### src/rtl/alu_seq_pkg.sv
// Shared types for the sequential ALU: opcode encoding, flag bit positions
// inside the {Z,C,S,P} flag word, and the control FSM states.
package alu_seq_pkg;

  typedef enum logic [3:0] {
    OP_MOV  = 4'h0, OP_ADD  = 4'h1, OP_ADC = 4'h2, OP_SUB  = 4'h3,
    OP_SBC  = 4'h4, OP_CMP  = 4'h5, OP_AND = 4'h6, OP_OR   = 4'h7,
    OP_XOR  = 4'h8, OP_NOT  = 4'h9, OP_SHL = 4'hA, OP_SHR  = 4'hB,
    OP_ASR  = 4'hC, OP_MUL  = 4'hD, OP_MULH = 4'hE, OP_RSV = 4'hF
  } op_e;

  localparam int FLAG_Z = 3;
  localparam int FLAG_C = 2;
  localparam int FLAG_S = 1;
  localparam int FLAG_P = 0;

  typedef enum logic [1:0] {
    IDLE  = 2'd0,
    SHIFT = 2'd1,
    MUL   = 2'd2
  } state_e;

endpackage

### src/rtl/alu_seq_flags.sv
// Combinational zero/sign/even-parity flag generation for a WIDTH-bit value.
module alu_seq_flags
  import alu_seq_pkg::*;
#(
  parameter int WIDTH = 16
) (
  input  logic [WIDTH-1:0] res,
  output logic             z,
  output logic             s,
  output logic             p
);

  assign z = (res == '0);
  assign s = res[WIDTH-1];
  assign p = ~^res;

endmodule

### src/rtl/alu_seq.sv
// Multi-cycle ALU with registered {Z,C,S,P} flags and START/BUSY/DONE handshake.
// Define ALU_SEQ_MUL_EN to build the shift-add MUL/MULH engine; otherwise D/E are illegal.
module alu_seq
  import alu_seq_pkg::*;
#(
  parameter int WIDTH = 16,
  parameter int SHW   = $clog2(WIDTH)
) (
  input  logic             CLK,
  input  logic             RESETN,
  input  logic             START,
  input  logic [3:0]       OP,
  input  logic [WIDTH-1:0] A,
  input  logic [WIDTH-1:0] B,
  input  logic             CIN,
  input  logic             FLAGS_LD,
  input  logic [3:0]       FLAGS_DIN,
  output logic             BUSY,
  output logic             DONE,
  output logic [WIDTH-1:0] RESULT,
  output logic             WE,
  output logic             ILLEGAL,
  output logic [3:0]       FLAGS
);

  state_e           state_q, state_d;
  op_e              op_q, op_d;
  logic [WIDTH-1:0] opa_q, opa_d;
  logic [SHW-1:0]   cnt_q, cnt_d;
  logic [WIDTH-1:0] result_q, result_d;
  logic             done_q, done_d;
  logic             we_q, we_d;
  logic             ill_q, ill_d;
  logic [3:0]       flags_q, flags_d;

  logic [WIDTH-1:0] fres;
  logic             fcarry;
  logic             fupd;
  logic             z_w, s_w, p_w;
  logic [WIDTH-1:0] shv;
  logic             shc;

`ifdef ALU_SEQ_MUL_EN
  logic [2*WIDTH-1:0] prod_q, prod_d, prod_nxt;
  logic [WIDTH:0]     psum;

  // Shift-add step: accumulate A into the high half when the multiplier LSB is set.
  assign psum     = {1'b0, prod_q[2*WIDTH-1:WIDTH]} + (prod_q[0] ? {1'b0, opa_q} : '0);
  assign prod_nxt = {psum, prod_q[WIDTH-1:1]};
`endif

  alu_seq_flags #(.WIDTH(WIDTH)) u_flags (
    .res (fres),
    .z   (z_w),
    .s   (s_w),
    .p   (p_w)
  );

  always_comb begin
    state_d  = state_q;
    op_d     = op_q;
    opa_d    = opa_q;
    cnt_d    = cnt_q;
    result_d = result_q;
    done_d   = 1'b0;
    we_d     = 1'b0;
    ill_d    = 1'b0;
    fres     = '0;
    fcarry   = flags_q[FLAG_C];
    fupd     = 1'b0;
    shv      = '0;
    shc      = 1'b0;
`ifdef ALU_SEQ_MUL_EN
    prod_d   = prod_q;
`endif
    case (state_q)
      IDLE: begin
        if (START) begin
          done_d = 1'b1;
          we_d   = 1'b1;
          fupd   = 1'b1;
          case (op_e'(OP))
            OP_MOV: begin fres = A; fcarry = 1'b0; end
            OP_ADD: {fcarry, fres} = {1'b0, A} + {1'b0, B};
            OP_ADC: {fcarry, fres} = {1'b0, A} + {1'b0, B} + {{WIDTH{1'b0}}, CIN};
            OP_SUB, OP_CMP: {fcarry, fres} = {1'b0, A} - {1'b0, B};
            OP_SBC: {fcarry, fres} = {1'b0, A} - {1'b0, B} - {{WIDTH{1'b0}}, CIN};
            OP_AND: begin fres = A & B; fcarry = 1'b0; end
            OP_OR:  begin fres = A | B; fcarry = 1'b0; end
            OP_XOR: begin fres = A ^ B; fcarry = 1'b0; end
            OP_NOT: begin fres = ~A;    fcarry = 1'b0; end
            OP_SHL, OP_SHR, OP_ASR: begin
              // A zero count completes immediately with A and the old carry.
              fres = A;
              if (B[SHW-1:0] != '0) begin
                done_d  = 1'b0;
                we_d    = 1'b0;
                fupd    = 1'b0;
                state_d = SHIFT;
                op_d    = op_e'(OP);
                opa_d   = A;
                cnt_d   = B[SHW-1:0] - SHW'(1);
              end
            end
            OP_MUL, OP_MULH: begin
              we_d = 1'b0;
              fupd = 1'b0;
`ifdef ALU_SEQ_MUL_EN
              done_d  = 1'b0;
              state_d = MUL;
              op_d    = op_e'(OP);
              opa_d   = A;
              prod_d  = {{WIDTH{1'b0}}, B};
              cnt_d   = '1;
`else
              ill_d = 1'b1;
`endif
            end
            default: begin
              we_d  = 1'b0;
              fupd  = 1'b0;
              ill_d = 1'b1;
            end
          endcase
          if (op_e'(OP) == OP_CMP) we_d = 1'b0;
          if (we_d) result_d = fres;
        end
      end
      SHIFT: begin
        case (op_q)
          OP_SHL:  begin shv = {opa_q[WIDTH-2:0], 1'b0};      shc = opa_q[WIDTH-1]; end
          OP_ASR:  begin shv = {opa_q[WIDTH-1], opa_q[WIDTH-1:1]}; shc = opa_q[0]; end
          default: begin shv = {1'b0, opa_q[WIDTH-1:1]};      shc = opa_q[0]; end
        endcase
        opa_d = shv;
        cnt_d = cnt_q - SHW'(1);
        if (cnt_q == '0) begin
          state_d  = IDLE;
          done_d   = 1'b1;
          we_d     = 1'b1;
          fupd     = 1'b1;
          fres     = shv;
          fcarry   = shc;
          result_d = shv;
        end
      end
`ifdef ALU_SEQ_MUL_EN
      MUL: begin
        prod_d = prod_nxt;
        cnt_d  = cnt_q - SHW'(1);
        if (cnt_q == '0) begin
          state_d = IDLE;
          done_d  = 1'b1;
          we_d    = 1'b1;
          fupd    = 1'b1;
          if (op_q == OP_MULH) begin
            fres   = prod_nxt[2*WIDTH-1:WIDTH];
            fcarry = |prod_nxt[WIDTH-1:0];
          end else begin
            fres   = prod_nxt[WIDTH-1:0];
            fcarry = |prod_nxt[2*WIDTH-1:WIDTH];
          end
          result_d = fres;
        end
      end
`endif
      default: state_d = IDLE;
    endcase
  end

  // An external flag restore overrides whatever the completing op computed.
  always_comb begin
    flags_d = flags_q;
    if (fupd) begin
      flags_d[FLAG_Z] = z_w;
      flags_d[FLAG_C] = fcarry;
      flags_d[FLAG_S] = s_w;
      flags_d[FLAG_P] = p_w;
    end
    if (FLAGS_LD) flags_d = FLAGS_DIN;
  end

  always_ff @(posedge CLK) begin
    if (!RESETN) begin
      state_q  <= IDLE;
      result_q <= '0;
      done_q   <= 1'b0;
      we_q     <= 1'b0;
      ill_q    <= 1'b0;
      flags_q  <= 4'b0000;
    end else begin
      state_q  <= state_d;
      result_q <= result_d;
      done_q   <= done_d;
      we_q     <= we_d;
      ill_q    <= ill_d;
      flags_q  <= flags_d;
    end
  end

  always_ff @(posedge CLK) begin
    op_q  <= op_d;
    opa_q <= opa_d;
    cnt_q <= cnt_d;
`ifdef ALU_SEQ_MUL_EN
    prod_q <= prod_d;
`endif
  end

  assign BUSY    = (state_q != IDLE);
  assign DONE    = done_q;
  assign RESULT  = result_q;
  assign WE      = we_q;
  assign ILLEGAL = ill_q;
  assign FLAGS   = flags_q;

endmodule

### config.mk
export PLATFORM = sky130hd
export DESIGN_NAME = alu_seq
export DESIGN_NICKNAME = d
export VERILOG_FILES = /design/src/rtl/alu_seq_pkg.sv /design/src/rtl/alu_seq_flags.sv /design/src/rtl/alu_seq.sv
export SDC_FILE = /design/constraint.sdc
export NUM_CORES = 1
export LEC_CHECK = 0
export ABC_AREA = 1
export ABC_CLOCK_PERIOD_IN_PS = 9000
export CAP_MARGIN = 5
export CORE_UTILIZATION = 42
export DETAILED_ROUTE_END_ITERATION = 10
export DONT_BUFFER_PORTS = 1
export GPL_TIMING_DRIVEN = 0
export PLACE_DENSITY_LB_ADDON = 0.12
export SLEW_MARGIN = 20
export SYNTH_ARGS = -nofsm -noshare
export SYNTH_HDL_FRONTEND = slang
export SYNTH_SLANG_ARGS = --single-unit
### constraint.sdc
create_clock -name CLK -period 9 [get_ports CLK]
set_input_delay 1.35 -clock CLK [delete_from_list [all_inputs] [get_ports CLK]]
set_output_delay 1.35 -clock CLK [all_outputs]
set_load 0.01 [all_outputs]
==> key figures <==
Status
  – Status: completed

Flow run
  – Max Cap Viol: 0

Critical path
  – Crit-path max cell delay: 0.79 ns
  – Critical Path Sink Type: flop
  – R2R depth: 11
  – CP Data Required Time: 9.17 ns
  – CP max FO: 10
  – Crit path cell chain: inv_1, nand2_1, nor3_2, clkinv_1, o21ai_0, nor4_1, o211ai_1, a22oi_1, ha_1, xor2_1, xnor2_1, xnor2_1, o21bai_1, a21oi_1
  – Arr. time, crit path: 5.02 ns
  – Worst path slowest cell: nor3_2
  – Critical Path Start Type: primary input
  – Slack of the worst reg-to-reg path: 5.76 ns
  – Worst setup path category: primary input to flop
  – Crit path top cell by count: xnor2_1

STA
  – Final worst path period need: 4.850 ns
  – Worst hold slack: 0.5086 ns
  – Final hold viol count: 0
  – Setup-failing EPs final: 0
  – Number of max-slew violations in the final report: 0
  – Unrepaired setup endpoints after global routing: no
  – Slew headroom: 26.65%
  – Clk_skew: 0.007776 ns
  – Setup_tns: 0 ns
  – Worst slew pin tran: 1.096 ns
  – Final Cycle Share: 53.89%
  – Max Freq: 206.2 MHz

Route
  – WL met3: 1.670 mm
  – Post-route ant nets: 0
  – Wl on met1: 10.13 mm
  – Via/cell ratio: 5.508
  – Max Used Layer: met5
  – Metal2 WL: 10.51 mm
  – Routed len/inst: 17.88 um
  – Routed wire length: 23.03 mm
  – Remaining DRCs: 0
  – Drt pass-1 iters: 5
  – Via count: 7094
  – DR iter-0 viols: 615

Synthesis
  – Flops & latches, synth: 48
  – Number of synthesized flops with an enable pin: 24
  – Syn nets: 1182
  – Distinct cells, synth: 50
  – Post-Syn Instances: 1069
  – Main synth FF type: edfxtp_1
  – Mean Syn Cell Area: 6.247 um2
  – Async set-reset flop share out of synthesis: 0%
  – Post-Syn Area: 6678 um2
  – Yosys warns: 0
  – Seq/Total Area, Yosys: 17.99%

Global routing
  – Vias in the first global route: 6733
  – GRT Overall Usage: 28.79%
  – Initial antenna violation count: 1
  – First-pass GRT wire length: 36.12 mm
  – Largest net degree at the start of global routing: 21
  – Total grt overflow: 0

Worst hold path
  – HP Class: flop to flop
  – Hold path depth: 2

Floorplan
  – I/O pin cnt: 69
  – Vert. Die Dim: 128.1 um
  – Starting Density: 43.44%
  – Std-Cell Core Area: 15370 um2
  – Width of the die: 128.1 um
  – Num rows: 45
  – Die area: 16410 um2

CTS
  – CTS buffer count: 5
  – Post-CTS Setup Inserts: 0
  – Root Driver: clkbuf_16
  – Clock Sinks: 48
  – # hold bufs at CTS: 0
  – H-tree Lvls: 2
  – Clock latency on the worst-skew pair: 0.29 ns
  – Clock tree buffer depth: 2
  – Post-CTS Resized: 0
  – CTS clk-pin slew, worst paths: 0.06 ns
  – CTS tree: built

Final layout
  – Reg area: 1201 um2
  – Design Area, Final: 7088 um2
  – # diodes: 0
  – Layout cells sized above 1: 7.799%
  – Multi-input gate area: 4648 um2
  – Nets: 1189
  – Fin util: 46.11%
  – Area grow syn2layout: 6.146%
  – Fillers: 1679

Placement
  – Dpl cell area: 6942 um2
  – Buffers on Ports: 0
  – Placer Congestion: 0.9374
  – HPWL Detailed: 18.85 mm

Power
  – Static leakage: 0.003334 uW
  – PwrDens: 119.9 nW/um2
  – VDD IR-drop max: 0.09299 mV
## layout make-up
type / instances / area share [%]
Buffer: 34 / 2.418
Clock buffer: 8 / 2.065
Sequential cell: 48 / 16.95
Inverter: 175 / 9.267
Tap cell: 211 / 3.725
Multi-Input combinational cell: 812 / 65.58
## power breakdown
group / switching (uW) / total, uW / internal, uW
registers: 15.5 / 266 / 250
clock network: 82.9 / 194 / 111
logic: 267 / 391 / 124
total: 365 / 850 / 485
## worst paths after layout
kind	from	to
hold / removal	FLAGS[0]	FLAGS[0]
hold reg to reg	FLAGS[0]	FLAGS[0]
setup / recovery	OP[1]	FLAGS[0]
setup reg to reg	state_q[0]	FLAGS[0]
## metal layers
metal | track usage (%) | vias up
met5 | 0 | -
met4 | 11.49 | 2
met3 | 3.422 | 50
met2 | 48.43 | 305
met1 | 37.40 | 3200
li1 | - | 3537
## stage by stage
| stage | instances | setup slack [ns] | total power [uW] |
|---|---|---|---|
| 6_report | 1288 | 4.150 | 850.1 |
| 2_1_floorplan | 1069 | 4.593 | 555.2 |
| 3_3_place_gp | 1280 | 3.892 | 652.1 |
| 4_1_cts | 1288 | 4.271 | 844.4 |
| 3_5_place_dp | 1280 | 3.967 | 652.0 |
| 5_1_grt | 1288 | 3.860 | 908.0 |
## flip-flops by register name (all words and copies together), names as in the netlist
register  cells
WE            1
cnt_q         4
DONE          1
opa_q        16
RESULT       16
FLAGS         4
state_q       1
op_q          4
ILLEGAL       1
## cell usage after synthesis, types with 4 or more instances
cell type | instances | area, um2
a22oi_1 | 13 | 97.59
inv_1 | 157 | 589.3
clkinv_1 | 5 | 18.77
a31oi_1 | 15 | 93.84
buf_2 | 11 | 55.05
nor3_1 | 12 | 60.06
xor2_1 | 10 | 87.58
edfxtp_1 | 24 | 720.7
a211oi_1 | 4 | 30.03
o21ai_1 | 6 | 30.03
nor4_1 | 5 | 31.28
a21oi_1 | 46 | 230.2
nand3_1 | 64 | 320.3
nand3_2 | 8 | 80.08
clkbuf_1 | 18 | 67.56
o21ai_0 | 72 | 360.4
a221oi_1 | 5 | 43.79
o22ai_1 | 16 | 100.1
o221ai_1 | 5 | 43.79
inv_2 | 13 | 48.80
nand2_1 | 247 | 927.1
xnor2_1 | 8 | 70.07
o2111ai_1 | 5 | 43.79
a2111oi_0 | 6 | 52.55
xor2_2 | 4 | 65.06
dfxtp_1 | 24 | 480.5
nor2_2 | 10 | 62.56
nor2_1 | 124 | 465.5
o21bai_1 | 4 | 30.03
ha_1 | 66 | 825.8
nand4_1 | 16 | 100.1
nand2_2 | 13 | 81.33
## cell families after synthesis
kind of cell               count (synthesis)  synth area share (%)
muxes                                      3                0.4497
buffers and inverters                    209                 12.40
xor gates and xnor gates                  23                 3.747
and+or+nand+nor                          514                 34.21
adders and majority gates                 68                 12.97
DFF                                       48                 17.99
AOI/OAI and AO/OA                        204                 18.23
## cells in the final DEF (no fill, tap or decap), types with 4 or more instances in the layout
cell         n
nand2_1    247
inv_1      157
nor2_1     124
o21ai_0     72
ha_1        66
nand3_1     64
a21oi_1     46
dfxtp_1     24
edfxtp_1    24
clkbuf_1    20
o22ai_1     16
nand4_1     16
a31oi_1     15
inv_2       13
nand2_2     13
a22oi_1     13
nor3_1      12
buf_2       11
xor2_1      10
nor2_2      10
nand3_2      8
xnor2_1      8
o21ai_1      6
a2111oi_0    6
clkinv_1     5
o221ai_1     5
nor4_1       5
o2111ai_1    5
a221oi_1     5
clkbuf_16    5
xor2_2       4
o21bai_1     4
a211oi_1     4
## worst max-delay path, delay by kind of cell
family	cells	cell delay (ns)
compound gates	5	1.10
xor+xnor	3	0.45
fa+ha+maj	1	0.32
buf+inv	2	0.80
simple gates	3	1.00
No activity file was read; power rests on OpenSTA's default activity.
